File: config.mk
export PLATFORM = sky130hd
export DESIGN_NAME = control_unit
export DESIGN_NICKNAME = d
export VERILOG_FILES = /design/src/rtl/control_unit.sv
export SDC_FILE = /design/constraint.sdc
export NUM_CORES = 1
export LEC_CHECK = 0
export CAP_MARGIN = 10
export CORE_MARGIN = 10
export CORE_UTILIZATION = 54
export CTS_BUF_LIST = sky130_fd_sc_hd__clkbuf_4 sky130_fd_sc_hd__clkbuf_8 sky130_fd_sc_hd__clkbuf_16
export DETAILED_ROUTE_END_ITERATION = 6
export DONT_BUFFER_PORTS = 1
export GPL_TIMING_DRIVEN = 0
export HOLD_SLACK_MARGIN = 0.08
export PLACE_DENSITY = 0.77
export SYNTH_ARGS = -nofsm -noshare
export SYNTH_HDL_FRONTEND = slang
export SYNTH_SLANG_ARGS = --single-unit
export TNS_END_PERCENT = 5
File: constraint.sdc
create_clock -name clk -period 1.3 [get_ports clk]
set_clock_uncertainty 0.1 [all_clocks]
set_input_delay 0.065 -clock clk [delete_from_list [all_inputs] [get_ports clk]]
set_output_delay 0.065 -clock clk [all_outputs]
set_load 0.05 [all_outputs]
File: src/rtl/control_unit.sv
// Multi-cycle control FSM for the 16-bit accumulator CPU: sequences fetch, decode,
// execute, memory access and reg_file write-back, one instruction at a time.
module control_unit (
    input  logic       clk,
    input  logic       rst,
    input  logic [5:0] opcode,
    input  logic       flag_z,
    input  logic       flag_n,
    input  logic       mem_ready,
    output logic       mem_rd,
    output logic       mem_wr,
    output logic       addr_sel,
    output logic       ir_load,
    output logic       pc_inc,
    output logic       pc_load,
    output logic [1:0] alu_op,
    output logic       acc_load,
    output logic       acc_src,
    output logic       rw,
    output logic       lse,
    output logic       ldm,
    output logic       lacc,
    output logic       halted,
    output logic       illegal
);
    typedef enum logic [2:0] {
        S_FETCH  = 3'd0,
        S_DECODE = 3'd1,
        S_EXEC   = 3'd2,
        S_MEM    = 3'd3,
        S_WB     = 3'd4,
        S_HALT   = 3'd5
    } state_e;

    localparam logic [5:0] OP_NOP  = 6'h00;
    localparam logic [5:0] OP_LDA  = 6'h01;
    localparam logic [5:0] OP_STA  = 6'h02;
    localparam logic [5:0] OP_ADD  = 6'h03;
    localparam logic [5:0] OP_OR   = 6'h06;
    localparam logic [5:0] OP_MOV  = 6'h07;
    localparam logic [5:0] OP_MOVI = 6'h08;
    localparam logic [5:0] OP_LDR  = 6'h09;
    localparam logic [5:0] OP_BRZ  = 6'h0A;
    localparam logic [5:0] OP_BRN  = 6'h0B;
    localparam logic [5:0] OP_BRA  = 6'h0C;
    localparam logic [5:0] OP_HLT  = 6'h3F;

    state_e     state_q, state_d;
    logic [5:0] op_q, op_d;
    logic       is_alu;

    assign is_alu = (op_q >= OP_ADD) && (op_q <= OP_OR);

    always_comb begin
        state_d = state_q;
        op_d    = op_q;
        unique case (state_q)
            S_FETCH:  if (mem_ready) state_d = S_DECODE;
            S_DECODE: begin
                op_d = opcode;
                case (opcode)
                    OP_MOV, OP_MOVI:        state_d = S_WB;
                    OP_LDA, OP_STA, OP_LDR: state_d = S_MEM;
                    OP_HLT:                 state_d = S_HALT;
                    default:                state_d = S_EXEC;
                endcase
            end
            S_EXEC:   state_d = S_FETCH;
            S_MEM:    if (mem_ready) state_d = (op_q == OP_LDR) ? S_WB : S_FETCH;
            S_WB:     state_d = S_FETCH;
            S_HALT:   state_d = S_HALT;
            default:  state_d = S_FETCH;
        endcase
    end

    always_ff @(posedge clk) begin
        if (rst) begin
            state_q <= S_FETCH;
            op_q    <= 6'd0;
        end else begin
            state_q <= state_d;
            op_q    <= op_d;
        end
    end

    // Outputs decode state and op_q combinationally; reset masks everything at once.
    always_comb begin
        mem_rd   = 1'b0;
        mem_wr   = 1'b0;
        addr_sel = 1'b0;
        ir_load  = 1'b0;
        pc_inc   = 1'b0;
        pc_load  = 1'b0;
        alu_op   = 2'b00;
        acc_load = 1'b0;
        acc_src  = 1'b0;
        rw       = 1'b0;
        lse      = 1'b0;
        ldm      = 1'b0;
        lacc     = 1'b0;
        halted   = 1'b0;
        illegal  = 1'b0;
        if (!rst) begin
            unique case (state_q)
                S_FETCH: begin
                    mem_rd  = 1'b1;
                    ir_load = mem_ready;
                    pc_inc  = mem_ready;
                end
                S_DECODE: ;
                S_EXEC: begin
                    if (is_alu) begin
                        alu_op   = 2'(op_q - OP_ADD);
                        acc_load = 1'b1;
                    end else begin
                        case (op_q)
                            OP_BRZ:  pc_load = flag_z;
                            OP_BRN:  pc_load = flag_n;
                            OP_BRA:  pc_load = 1'b1;
                            OP_NOP:  ;
                            default: illegal = 1'b1;
                        endcase
                    end
                end
                S_MEM: begin
                    addr_sel = 1'b1;
                    mem_wr   = (op_q == OP_STA);
                    mem_rd   = (op_q == OP_LDA) || (op_q == OP_LDR);
                    if (op_q == OP_LDA && mem_ready) begin
                        acc_src  = 1'b1;
                        acc_load = 1'b1;
                    end
                end
                S_WB: begin
                    rw   = 1'b1;
                    lacc = (op_q == OP_MOV);
                    lse  = (op_q == OP_MOVI);
                    ldm  = (op_q == OP_LDR);
                end
                S_HALT:  halted = 1'b1;
                default: ;
            endcase
        end
    end
endmodule

* Yosys cells after proc, flatten, opt, wreduce, memory -nomap -nowiden
Index checks and enable logic that the tools add are counted.
** Storage, ports and cells
- Register bits after elaboration :: 9
- Input bits :: 11
- Output and inout port bits :: 16
- Word-level logic and storage cells :: 75
** Operators by class
- Add/sub/neg operators :: 1
- $lt $le $gt $ge :: 2
- Equality and inequality tests :: 21
- Multiplexer cells :: 40
- Reduce and logical (&&, ||, !) cells :: 9
** Operator list (count)
- 6-bit by 4-bit == test with 1-bit output (second input constant) :: 7
- 1-bit two-way mux :: 29
- 6-bit by 1-bit == test with 1-bit output (second input constant) :: 2
- 6-bit by 2-bit == test with 1-bit output (second input constant) :: 2
- 6-bit by 3-bit == test with 1-bit output (second input constant) :: 2
- 3-bit case mux with 4 select lines :: 1
- 3-bit two-way mux :: 3
- 3-bit case mux with 3 select lines :: 1
- 3-bit by 2-bit == test with 1-bit output (second input constant) :: 2
- 3-bit == test (second input constant) :: 2
- 6-bit == test (second input constant) :: 1
- 6-bit by 2-bit greater-or-equal comparator with 1-bit output (second input constant) :: 1
- 6-bit by 3-bit <= comparator with 1-bit output (second input constant) :: 1
- 6-bit logical NOT :: 1
- 2-bit two-way mux :: 3
- 2-bit inequality test (second input constant) :: 2
- 1-bit case mux with 2 select lines :: 2
- 4-bit OR reduction :: 1
- 3-bit by 1-bit == test with 1-bit output (second input constant) :: 1
- 3-bit logical NOT :: 1
- 1-bit case mux with 3 select lines :: 1
- 3-bit OR reduction :: 1
- 1-bit logical AND :: 2
- 2-bit AND reduction :: 1
- 3 further kinds :: 3

* Depth between registers and ports, before layout
Gate-level depths: netlist of the first run.
- Word-level depth :: 6
- Depth in mapped cells :: 6

* Worst setup path before layout of the first run
Ideal clock, no wire load.
- Kind :: register -> output
- Start :: register state_q[2]
- End :: output acc_src
- Arrival time :: 2265 ps
- Required time :: 1135 ps
- Path slack :: -1130 ps
- Cell stages (with the launch flop) :: 5
- Path buffers :: 1
- Path through :: dfxtp_1 buf_6 and4bb_1 nand3_2 nor4_1
** Between the ends
- Cells in the longest elaborated chain, start to end :: 3
** Ends and longest elaborated chain
- start, declared :: line 48 : state_e state_q, state_d;
- start signal, assigned :: line 81 : state_q <= state_d;
- 3-bit by 2-bit == test with 1-bit output :: line 104 : unique case (state_q)
- 1-bit two-way mux :: line 104
- 1-bit two-way mux :: line 103 : if (!rst) begin
- end, declared :: line 18 : output logic acc_src,
Every way passes these cells.

* Final worst setup path of the first run
- Start :: register op_q[0]
- End :: output illegal
** Between the ends
- Cells in the longest elaborated chain, start to end :: 6
- Elaborated cells on any way between the ends :: 12
- Those cells by class :: order compare (2); eq/ne (3); mux (4); reduce/logical (3)
** Ends and longest elaborated chain
- start, declared :: line 49 : logic [5:0] op_q, op_d;
- start signal, assigned :: line 82 : op_q <= op_d;
- branches (longest 3 deep; another with 6-bit by 2-bit greater-or-equal comparator with 1-bit output)
- 1-bit two-way mux * :: line 112 : if (is_alu) begin
- 1-bit two-way mux * :: line 104
- 1-bit two-way mux * :: line 103
- end, declared :: line 24 : output logic illegal
Every way passes the cells marked *.

==> results of run 1 <==
==> cell usage in the layout, fill, tap and decap left out, types with 3 or more instances in the layout <==
master,n
buf_4,10
nor2_1,10
dlygate4sd3_1,7
nand2_1,6
mux2i_1,6
and3_4,5
inv_1,4
clkbuf_4,4
dfxtp_2,4
buf_6,3
nor2_4,3
nor2_2,3
nand2b_1,3
ha_4,3
dfxtp_4,3
==> area by class of cell <==
| cell class | instances | area (µm²) | area share |
|---|---|---|---|
| inverter | 7 | 28.8 | 0.0238 |
| timing repair buffer | 17 | 149 | 0.123 |
| tap | 15 | 18.8 | 0.0155 |
| clock buffer | 4 | 30.0 | 0.0248 |
| multi-input combinational | 78 | 752 | 0.622 |
| sequential | 9 | 196 | 0.163 |
| buffer | 4 | 33.8 | 0.0280 |
==> report_power, final <==
part           internal (mW)  switching (mW)  leakage (nW)
logic                  0.118           0.165         0.357
registers              0.287          0.0253        0.0774
clock network          0.140           0.122        0.0184
total                  0.545           0.313         0.453
==> through the flow <==
| stage | setup slack, ns | instance area (µm²) | total power, mW |
|---|---|---|---|
| 6_report | -0.571 | 1210 | 0.858 |
| 5_1_grt | -0.605 | 1210 | 0.883 |
| 4_1_cts | -0.613 | 1080 | 0.777 |
| 3_5_place_dp | -0.430 | 867 | 0.496 |
| 3_3_place_gp | -0.374 | 867 | 0.488 |
| 2_1_floorplan | -0.273 | 848 | 0.466 |
==> synthesized netlist by cell type, drive strengths merged (2+ instances only) <==
| cell | count | area [µm²] |
|---|---|---|
| nor2 | 16 | 62.6 |
| dfxtp | 9 | 180 |
| a21oi | 2 | 10.0 |
| nor3 | 6 | 41.3 |
| o41ai | 2 | 17.5 |
| nand3 | 3 | 20.0 |
| nand2b | 4 | 27.5 |
| inv | 7 | 26.3 |
| buf | 4 | 35.0 |
| nand2 | 6 | 22.5 |
| clkbuf | 2 | 7.51 |
| and3 | 7 | 43.8 |
| and2 | 2 | 12.5 |
| mux2i | 6 | 60.1 |
| ha | 4 | 50.1 |
| nor4 | 2 | 12.5 |
==> cell families (layout without fill, tap and decap cells) <==
| group | after synthesis | after routing | synth area share |
|---|---|---|---|
| compound gates | 14 | 14 | 0.139 |
| fa+ha+maj | 5 | 5 | 0.0751 |
| buf+inv | 14 | 32 | 0.0986 |
| flops | 9 | 9 | 0.225 |
| mux | 6 | 6 | 0.0751 |
| simple gates | 53 | 53 | 0.387 |
==> worst register-to-register path, cell delays in order, from the launching register on <==
cell and delay (ns):
dfxtp_2 0.38, buf_4 0.14, nand2b_1 0.10, nor2_2 0.36, mux2i_1 0.27, nor2_1 0.06
==> routing by layer <==
layer	global-route usage	routed length, µm	vias up
li1	-	-	402
met1	0.165	1230	428
met2	0.275	1600	78
met3	0.0601	386	19
met4	0.114	162	0
met5	0	0	-
==> flip-flops by register name, indices dropped and copies added (netlist names) <==
name,count
op_q,6
state_q,3
==> worst max-delay path by stage <==
stage | cells after the start | endpoint | slack (ns) | startpoint
3_5_place_dp | 6 | illegal | -0.43 | op_q[0]$_SDFFE_PP0N_
2_1_floorplan | 4 | acc_src | -0.27 | state_q[2]$_SDFFE_PP0P_
5_1_grt | 4 | pc_load | -0.61 | state_q[1]$_SDFFE_PP0P_
3_3_place_gp | 6 | illegal | -0.37 | op_q[0]$_SDFFE_PP0N_
4_1_cts | 4 | acc_src | -0.61 | op_q[2]$_SDFFE_PP0N_
6_report | 6 | illegal | -0.57 | op_q[0]$_SDFFE_PP0N_
==> repair_timing <==
item                                   CTS  global route
endpoints found under the hold margin    9             1
pin swaps                                7            18
resized for setup                       27            38
setup buffers                            7             3
cloned                                   0             0
setup endpoints to repair               23            25
==> run metrics, run 1 <==
# fillers between 50 and 60; Final HPWL DP 1710 µm; clk sinks 9; ant diodes 0; TritonRoute pass-1 iters 4; Setup WS post-layout -0.571 ns; gp weighted congestion around 0.82; Pins Over Slew Limit 0; CP max stage cell dfxtp_4; depth of the worst register-to-register path 5; Max clock buf depth 2; Root Driver clkbuf_4; Reg clk slew, reported paths 0.08 ns; crit path kind flop to primary output; post-route insts no fill approximately 130; layout net count 135; leak pwr 0.453 nW; antenna viol nets, final 0; outcome finished with violations; reg-to-reg endpoint op_q[2]$_SDFFE_PP0N_; power per cell area 710 nW/µm²; Worst VDD drop 0.574 mV; number of synthesized flops with an enable pin 0; die height about 60 µm; CTS tree done; Synth Flop Type dfxtp_1; CP Max Fanout 4; Seq cells post-synth 9; Hold WS -0.0539 ns; full die area 3420 µm²; Buffers & Inverters on Critical Path 1; Final min period ~1.9 ns; post-synthesis sequential area ratio 0.225; global router's overall resource usage 0.164; setup TNS -7.33 ns; vias in the first global route 923; PortBufs 0; worst rel slew slack 0.509; Routed wire per std cell 25.2 µm; Worst EP required between 1 and 1.5 ns; Cells after Synth ~100; core area roughly 1400 µm²; TritonCTS buffer count 3; final core utilization 0.895; violated checks negative hold slack, negative setup slack; worst slew pin tran 0.730 ns; Final Setup Violations 23; max cap viols 0; final WL 3380 µm; HP Class input port to flop; reg2reg setup slack -0.25 ns; Die W 58.5 µm; post-synth cell types 41; Starting Density 0.592; startpoint type of the worst setup path flop; share of layout cells above drive strength 1 0.538; Top Ports 27; # rows 13; Synth warnings 0; Crit path max-delay family compound AO/OA/AOI/OAI gates; Worst path max stage delay 0.41 ns; Worst-Skew Late Latency around 0.28 ns; Hold Crit Endpoint state_q[1]$_SDFFE_PP0P_; first-pass GRT wire length between 4000 and 5000 µm; Hold Violations, Final 1; vias post-DR 927; DR vias/cell 6.92; Async SR Flop Fraction 0; Area growth syn-to-layout 51.2%; R2R Path Start state_q[0]$_SDFFE_PP0P_; GRT overflow 0; DRC viols 0; Post-Syn Area 800 µm²; DR iter-0 viols 65; Mean Syn Cell Area around 8 µm²; final worst-path cycle share 1.44; CTS hold repair buffers 7; Placed Cells incl. Taps ~120; worst min-delay path startpoint rst; CTS H-tree depth 1; RSZ-0062 raised after global routing yes; initial antenna violation count 0; Worst setup EP type primary output; syn_nets 116; CP cell instances inv_4, ha_4, nor2_2, o21ai_2, a22oi_2, o311a_4; hold path depth 2; Highest Clock Rate 535 MHz; crit path DAT 1.71 ns; largest net degree at the start of global routing 11
(Power assumes the default switching activity.)
==> inputs of run 2 (changes only) <==
ABC_AREA = 1   (was default)
CORE_UTILIZATION = 55   (was 54)
PLACE_DENSITY = 0.78   (was 0.77)
==> run metrics, run 2 <==
post-synth cell types 23 (was 41); # fillers 54 (was 52); Top reg by flops op_q (unchanged); Synth warnings 0 (unchanged); worst rel slew slack 0.486 (was 0.509); TritonCTS buffer count 3 (unchanged); Final HPWL DP 1830 µm (was 1710 µm); DRC viols 0 (unchanged); # rows 14 (was 13); Highest Clock Rate 499 MHz (was 535 MHz); max cap viols 0 (unchanged); Starting Density 0.579 (was 0.592); Crit path max-delay family simple AND/OR/NAND/NOR gates (was compound AO/OA/AOI/OAI gates); leak pwr 0.564 nW (was 0.453 nW); CP cell instances inv_4, nor2_4, nand2_2, nor2_2, nand2_1, nor2_2 (was inv_4, ha_4, nor2_2, o21ai_2, a22oi_2, o311a_4); Buffers & Inverters on Critical Path 1 (unchanged); outcome finished with violations (unchanged); Area growth syn-to-layout 62.4% (was 51.2%); FF/Latch Area 200 µm² (was 196 µm²); vias post-DR 1225 (was 927); CTS tree done (unchanged); die height 59.6 µm (was 58.5 µm); Hold Violations, Final 0 (was 1); met3 Track Usage GR 0.0429 (was 0.0601); CP max stage cell nor2_2 (was dfxtp_4); pre-CTS setup slack -0.361 ns (was -0.430 ns); Final min period 2.00 ns (was 1.87 ns); commonest non-fill, non-tap cells in the layout 19 x nand2_1, 15 x buf_4, 13 x inv_1, 10 x nor2_4 (was 10 x buf_4, 10 x nor2_1, 7 x dlygate4sd3_1, 6 x nand2_1, 6 x mux2i_1); crit path DAT 1.84 ns (was 1.71 ns); number of synthesized flops with an enable pin 0 (unchanged); Worst-Skew Late Latency 0.26 ns (was 0.28 ns); most common cell in the netlist nand2_1 (was nor2_1); Top Ports 27 (unchanged); gp weighted congestion 0.833 (was 0.818); post-route insts no fill 182 (was 134); largest net degree at the start of global routing 11 (unchanged); CP Max Fanout 4 (unchanged); Final Setup Violations 25 (was 23); DR iter-0 viols 83 (was 65); global router's overall resource usage 0.163 (was 0.164); full die area 3550 µm² (was 3420 µm²); area leader, netlist dfxtp_1 (unchanged); clk sinks 9 (unchanged); initial antenna violation count 0 (unchanged); RSZ-0062 raised after global routing yes (unchanged); GRT overflow 0 (unchanged); ant diodes 0 (unchanged); commonest non-fill, non-tap cell in the layout nand2_1; busiest grt layer met2 (unchanged); Routed wire per std cell 22.4 µm (was 25.2 µm); Pins Over Slew Limit 0 (unchanged); most used cell, CP nor2_2; Worst EP required 1.13 ns (about the same); vias in the first global route 1055 (was 923); Root Driver clkbuf_4 (unchanged); PortBufs 0 (unchanged); Max clock buf depth 2 (unchanged); Placed Cells incl. Taps 154 (was 116); core area 1490 µm² (was 1350 µm²); Synth Flop Type dfxtp_1 (unchanged); post-synthesis sequential area ratio 0.209 (was 0.225); syn_nets 153 (was 116); Worst setup EP type primary output (unchanged); startpoint type of the worst setup path flop (unchanged); Mean Syn Cell Area 6.25 µm² (was 7.92 µm²); crit path kind flop to primary output (unchanged); list of most frequent post-synthesis cells 25 x nand2_1, 17 x inv_1, 17 x nor2_1 (was 15 x nor2_1, 9 x dfxtp_1, 7 x and3_1, 7 x inv_1); worst slew pin tran 0.765 ns (was 0.730 ns); Post-Syn Area 862 µm² (was 800 µm²); GR met1 Demand/Resource 0.168 (was 0.165); most area-consuming cells after synthesis dfxtp_1 21%, nand2_1 11%, inv_1 7.4% (was dfxtp_1 23%, mux2i_1 7.5%, nor2_1 7.0%); share of layout cells above drive strength 1 0.488 (was 0.538); Async SR Flop Fraction 0 (unchanged); largest registers op_q: 6 flops, state_q: 3 flops (unchanged); M2 GR Usage 0.305 (was 0.275); DR vias/cell 6.73 (was 6.92); HP Class input port to primary output (was input port to flop); max FFs per register 6 (unchanged); TritonRoute pass-1 iters 5 (was 4); Reg clk slew, reported paths 0.07 ns (was 0.08 ns); Setup WS post-layout -0.703 ns (was -0.571 ns); area of the multi-input gates 811 µm² (was 752 µm²); antenna viol nets, final 0 (unchanged); power per cell area 936 nW/µm² (was 710 nW/µm²); post-synth top area share 0.209 (was 0.225); final worst-path cycle share 1.54 (was 1.44); Worst path max stage delay 0.48 ns (was 0.41 ns); final WL 4090 µm (was 3380 µm); Seq cells post-synth 9 (unchanged); CTS H-tree depth 1 (unchanged); Die W 59.6 µm (was 58.5 µm); Worst VDD drop 0.890 mV (was 0.574 mV); first-pass GRT wire length 4720 µm (was 4490 µm); layout net count 182 (was 135); Hold WS 0.0873 ns (was -0.0539 ns); Cells after Synth 138 (was 101); violated checks negative setup slack (was negative hold slack, negative setup slack)
run 2: cell count changes in the layout (fill, tap and decap cells not counted), moves of 6 or more:
cell and delta:
inv_1 +9, nor2_4 +7, nand2_1 +13, a21oi_1 +7, nand3_1 +6, mux2i_1 -6
run 2: final cells by class:
cell class,count,share of cell area
clock buffers,4,0.0214
inverters,24,0.0733
repair buffers,24,0.147
flip-flops and latches,9,0.143
multi-input cells,102,0.579
plain buffers,3,0.0214
well taps,16,0.0143
run 2: kinds of logic after synthesis:
family	count (synthesis)	synth area share
adder cells (fa/ha/maj)	4	0.0581
flip-flops	9	0.209
AO/OA/AOI/OAI	21	0.129
buffers and inverters	27	0.131
AND/OR/NAND/NOR	77	0.473
run 2: where the power goes:
group	total, mW	switching [mW]	leakage, nW	internal, mW
clock network	0.251	0.111	0.0184	0.140
logic	0.702	0.441	0.467	0.260
registers	0.359	0.0479	0.0779	0.311
run 2: path summary, 6_finish.rpt:
kind	from	end	slack, ns	cells after the start
min reg2reg	op_q[2]$_SDFFE_PP0N_	op_q[2]$_SDFFE_PP0N_	0.45	2
min	rst	mem_rd	0.09	1
max	state_q[1]$_SDFFE_PP0P_	alu_op[1]	-0.70	6
max reg2reg	op_q[1]$_SDFFE_PP0N_	state_q[2]$_SDFFE_PP0P_	-0.32	8
run 2: per-layer routing:
layer,part of all wire,vias up,routed length (µm)
met1,0.35,553,1430
met5,0,-,0
li1,-,506,-
met2,0.48,128,1950
met3,0.10,38,428
met4,0.067,0,275
run 2: through the flow:
stage / power [mW] / TNS, ns / utilization / area (µm²)
6_report: 1.31 / -9.22 / 0.940 / 1400
5_1_grt: 1.35 / -10.19 / 0.940 / 1400
4_1_cts: 1.14 / -6.60 / 0.861 / 1280
3_5_place_dp: 0.765 / -4.39 / 0.675 / 1000
3_3_place_gp: 0.758 / -4.14 / 0.675 / 1000
2_1_floorplan: 0.707 / -2.71 / - / 985
run 2: repair_timing:
item                                   in CTS  in global routing
cloned                                      0                  0
pin swaps                                   7                 15
gates resized for setup                    25                 18
setup endpoints to repair                  19                 23
endpoints found under the hold margin       9                  0
buffers inserted                            9                  6
hold buffers                                9                  0
==> inputs of run 3 (changes only) <==
==> constraint.sdc (replaced) <==
create_clock -name clk -period 1.3 [get_ports clk]
set_clock_uncertainty 0.1 [all_clocks]
set_input_delay 0.195 -clock clk [delete_from_list [all_inputs] [get_ports clk]]
set_output_delay 0.195 -clock clk [all_outputs]
set_load 0.05 [all_outputs]
==> run metrics, run 3 (synthesis results as in run 2) <==
outcome finished with violations (unchanged); violated checks negative setup slack (unchanged); worst rel slew slack 0.504 (was 0.486); Hold Crit Endpoint state_q[1]$_SDFFE_PP0P_ (was mem_rd); reg2reg setup slack -0.14 ns (was -0.32 ns); vias post-DR 1089 (was 1225); Final min period 2.07 ns (was 2.00 ns); crit path DAT 1.78 ns (was 1.84 ns); post-route cell area 1330 µm² (was 1400 µm²); RSZ-0062 raised after global routing yes (unchanged); TritonCTS buffer count 3 (unchanged); Final Setup Violations 20 (was 25); pre-CTS setup slack -0.491 ns (was -0.361 ns); final core utilization 0.891 (was 0.940); Final HPWL DP 1830 µm (unchanged); area of the multi-input gates 774 µm² (was 811 µm²); startpoint type of the worst setup path flop (unchanged); PortBufs 0 (unchanged); antenna viol nets, final 0 (unchanged); crit path kind flop to primary output (unchanged); Worst path max stage delay 0.49 ns (was 0.48 ns); commonest non-fill, non-tap cells in the layout 19 x nand2_1, 13 x inv_1, 12 x buf_4 (was 19 x nand2_1, 15 x buf_4, 13 x inv_1, 10 x nor2_4); largest registers op_q: 6 flops, state_q: 3 flops (unchanged); CP cell instances inv_2, nor2_4, nand2_2, nor3_4, nand2_2, nor3_4 (was inv_4, nor2_4, nand2_2, nor2_2, nand2_1, nor2_2); Root Driver clkbuf_4 (unchanged); max cap viols 0 (unchanged); TritonRoute pass-1 iters 4 (was 5); Routed wire per std cell 18.9 µm (was 22.4 µm); CP max stage cell nor3_4 (was nor2_2); Pins Over Slew Limit 0 (unchanged); Cell Area, Placed 1000 µm² (unchanged); Overall Power 1.25 mW (was 1.31 mW); core area 1490 µm² (unchanged); full die area 3550 µm² (unchanged); Max clock buf depth 2 (unchanged); met3 wire length 304 µm (was 428 µm); Top Ports 27 (unchanged); share of layout cells above drive strength 1 0.469 (was 0.488); Placed Cells incl. Taps 154 (unchanged); Top reg by flops op_q (unchanged); Worst setup EP type primary output (unchanged); gp weighted congestion 0.833 (unchanged); leak pwr 0.528 nW (was 0.564 nW); Highest Clock Rate 482 MHz (was 499 MHz); Worst VDD drop 0.880 mV (was 0.890 mV); global router's overall resource usage 0.167 (was 0.163); hold path depth 3 (was 1); power per cell area 940 nW/µm² (was 936 nW/µm²); # rows 14 (unchanged); CTS H-tree depth 1 (unchanged); Starting Density 0.579 (unchanged); Setup WS post-layout -0.775 ns (was -0.703 ns); die height 59.6 µm (unchanged); vias in the first global route 1122 (was 1055); CTS tree done (unchanged); Hold WS 0.111 ns (was 0.0873 ns); DR iter-0 viols 27 (was 83); Worst-Skew Late Latency 0.26 ns (about the same); met2 wire len 1740 µm (was 1950 µm); ant diodes 0 (unchanged); # fillers 76 (was 54); DR vias/cell 6.12 (was 6.73); reg-to-reg endpoint state_q[2]$_SDFFE_PP0P_ (unchanged); commonest non-fill, non-tap cell in the layout nand2_1 (unchanged); DRC viols 0 (unchanged); CP Max Fanout 4 (unchanged); Hold Violations, Final 0 (unchanged); worst min-delay path startpoint opcode[2] (was rst); setup TNS -9.52 ns (was -9.22 ns); FF/Latch Area 198 µm² (was 200 µm²); initial antenna violation count 0 (unchanged); R2R Path Start op_q[1]$_SDFFE_PP0N_ (unchanged); clk sinks 9 (unchanged); worst slew pin tran 0.738 ns (was 0.765 ns); Reg clk slew, reported paths 0.07 ns (about the same); depth of the worst register-to-register path 8 (unchanged); final WL 3370 µm (was 4090 µm); largest net degree at the start of global routing 11 (unchanged); GRT overflow 0 (unchanged); post-route insts no fill 178 (was 182); Worst EP required 1.00 ns (was 1.13 ns); layout net count 178 (was 182); max FFs per register 6 (unchanged); HP Class input port to flop (was input port to primary output); first-pass GRT wire length 4870 µm (was 4720 µm); final worst-path cycle share 1.60 (was 1.54); Die W 59.6 µm (unchanged); wl on met1 1170 µm (was 1430 µm); Area growth syn-to-layout 53.8% (was 62.4%); uppermost layer routed met4 (unchanged)
## run 3: worst max-delay path: cells and delay by family, from the launching register on
kind	cells	cell delay [ns]
buf+inv	1	0.07
simple gates	5	1.07
flops	1	0.37
## run 3: what timing repair did
action | CTS | global route
endpoints found under the setup margin | 19 | 23
endpoints found under the hold margin | 9 | 0
buffers inserted | 9 | 3
pin swaps | 7 | 8
hold buffers | 8 | 0
gates resized for setup | 25 | 10
## run 3: power breakdown
group	internal (mW)	switching, mW	total [mW]
sequential	0.311	0.0455	0.357
combinational	0.245	0.403	0.648
clock	0.139	0.103	0.242
total	0.695	0.552	1.25
## run 3: routing by layer
layer,track usage,vias to the layer above
met5,0,-
met4,0.0801,0
met3,0.0536,18
met2,0.308,60
met1,0.163,512
li1,-,499
## run 3: worst max path at each step
stage	slack, ns	endpoint	from
final	-0.77	mem_wr	state_q[1]$_SDFFE_PP0P_
after detailed placement	-0.49	alu_op[0]	op_q[4]$_SDFFE_PP0N_
after CTS	-0.74	alu_op[0]	op_q[0]$_SDFFE_PP0N_
after floorplan	-0.39	alu_op[0]	op_q[4]$_SDFFE_PP0N_
after global placement	-0.48	alu_op[0]	op_q[4]$_SDFFE_PP0N_
after global routing	-0.84	mem_wr	state_q[1]$_SDFFE_PP0P_
## run 3: layout make-up
| cell class | instances | area share |
|---|---|---|
| Clock buffer | 4 | 0.0226 |
| Inverter | 24 | 0.0755 |
| Buffer | 3 | 0.0255 |
| Sequential cell | 9 | 0.149 |
| Timing Repair Buffer | 20 | 0.128 |
| Tap cell | 16 | 0.0151 |
| Multi-Input combinational cell | 102 | 0.584 |
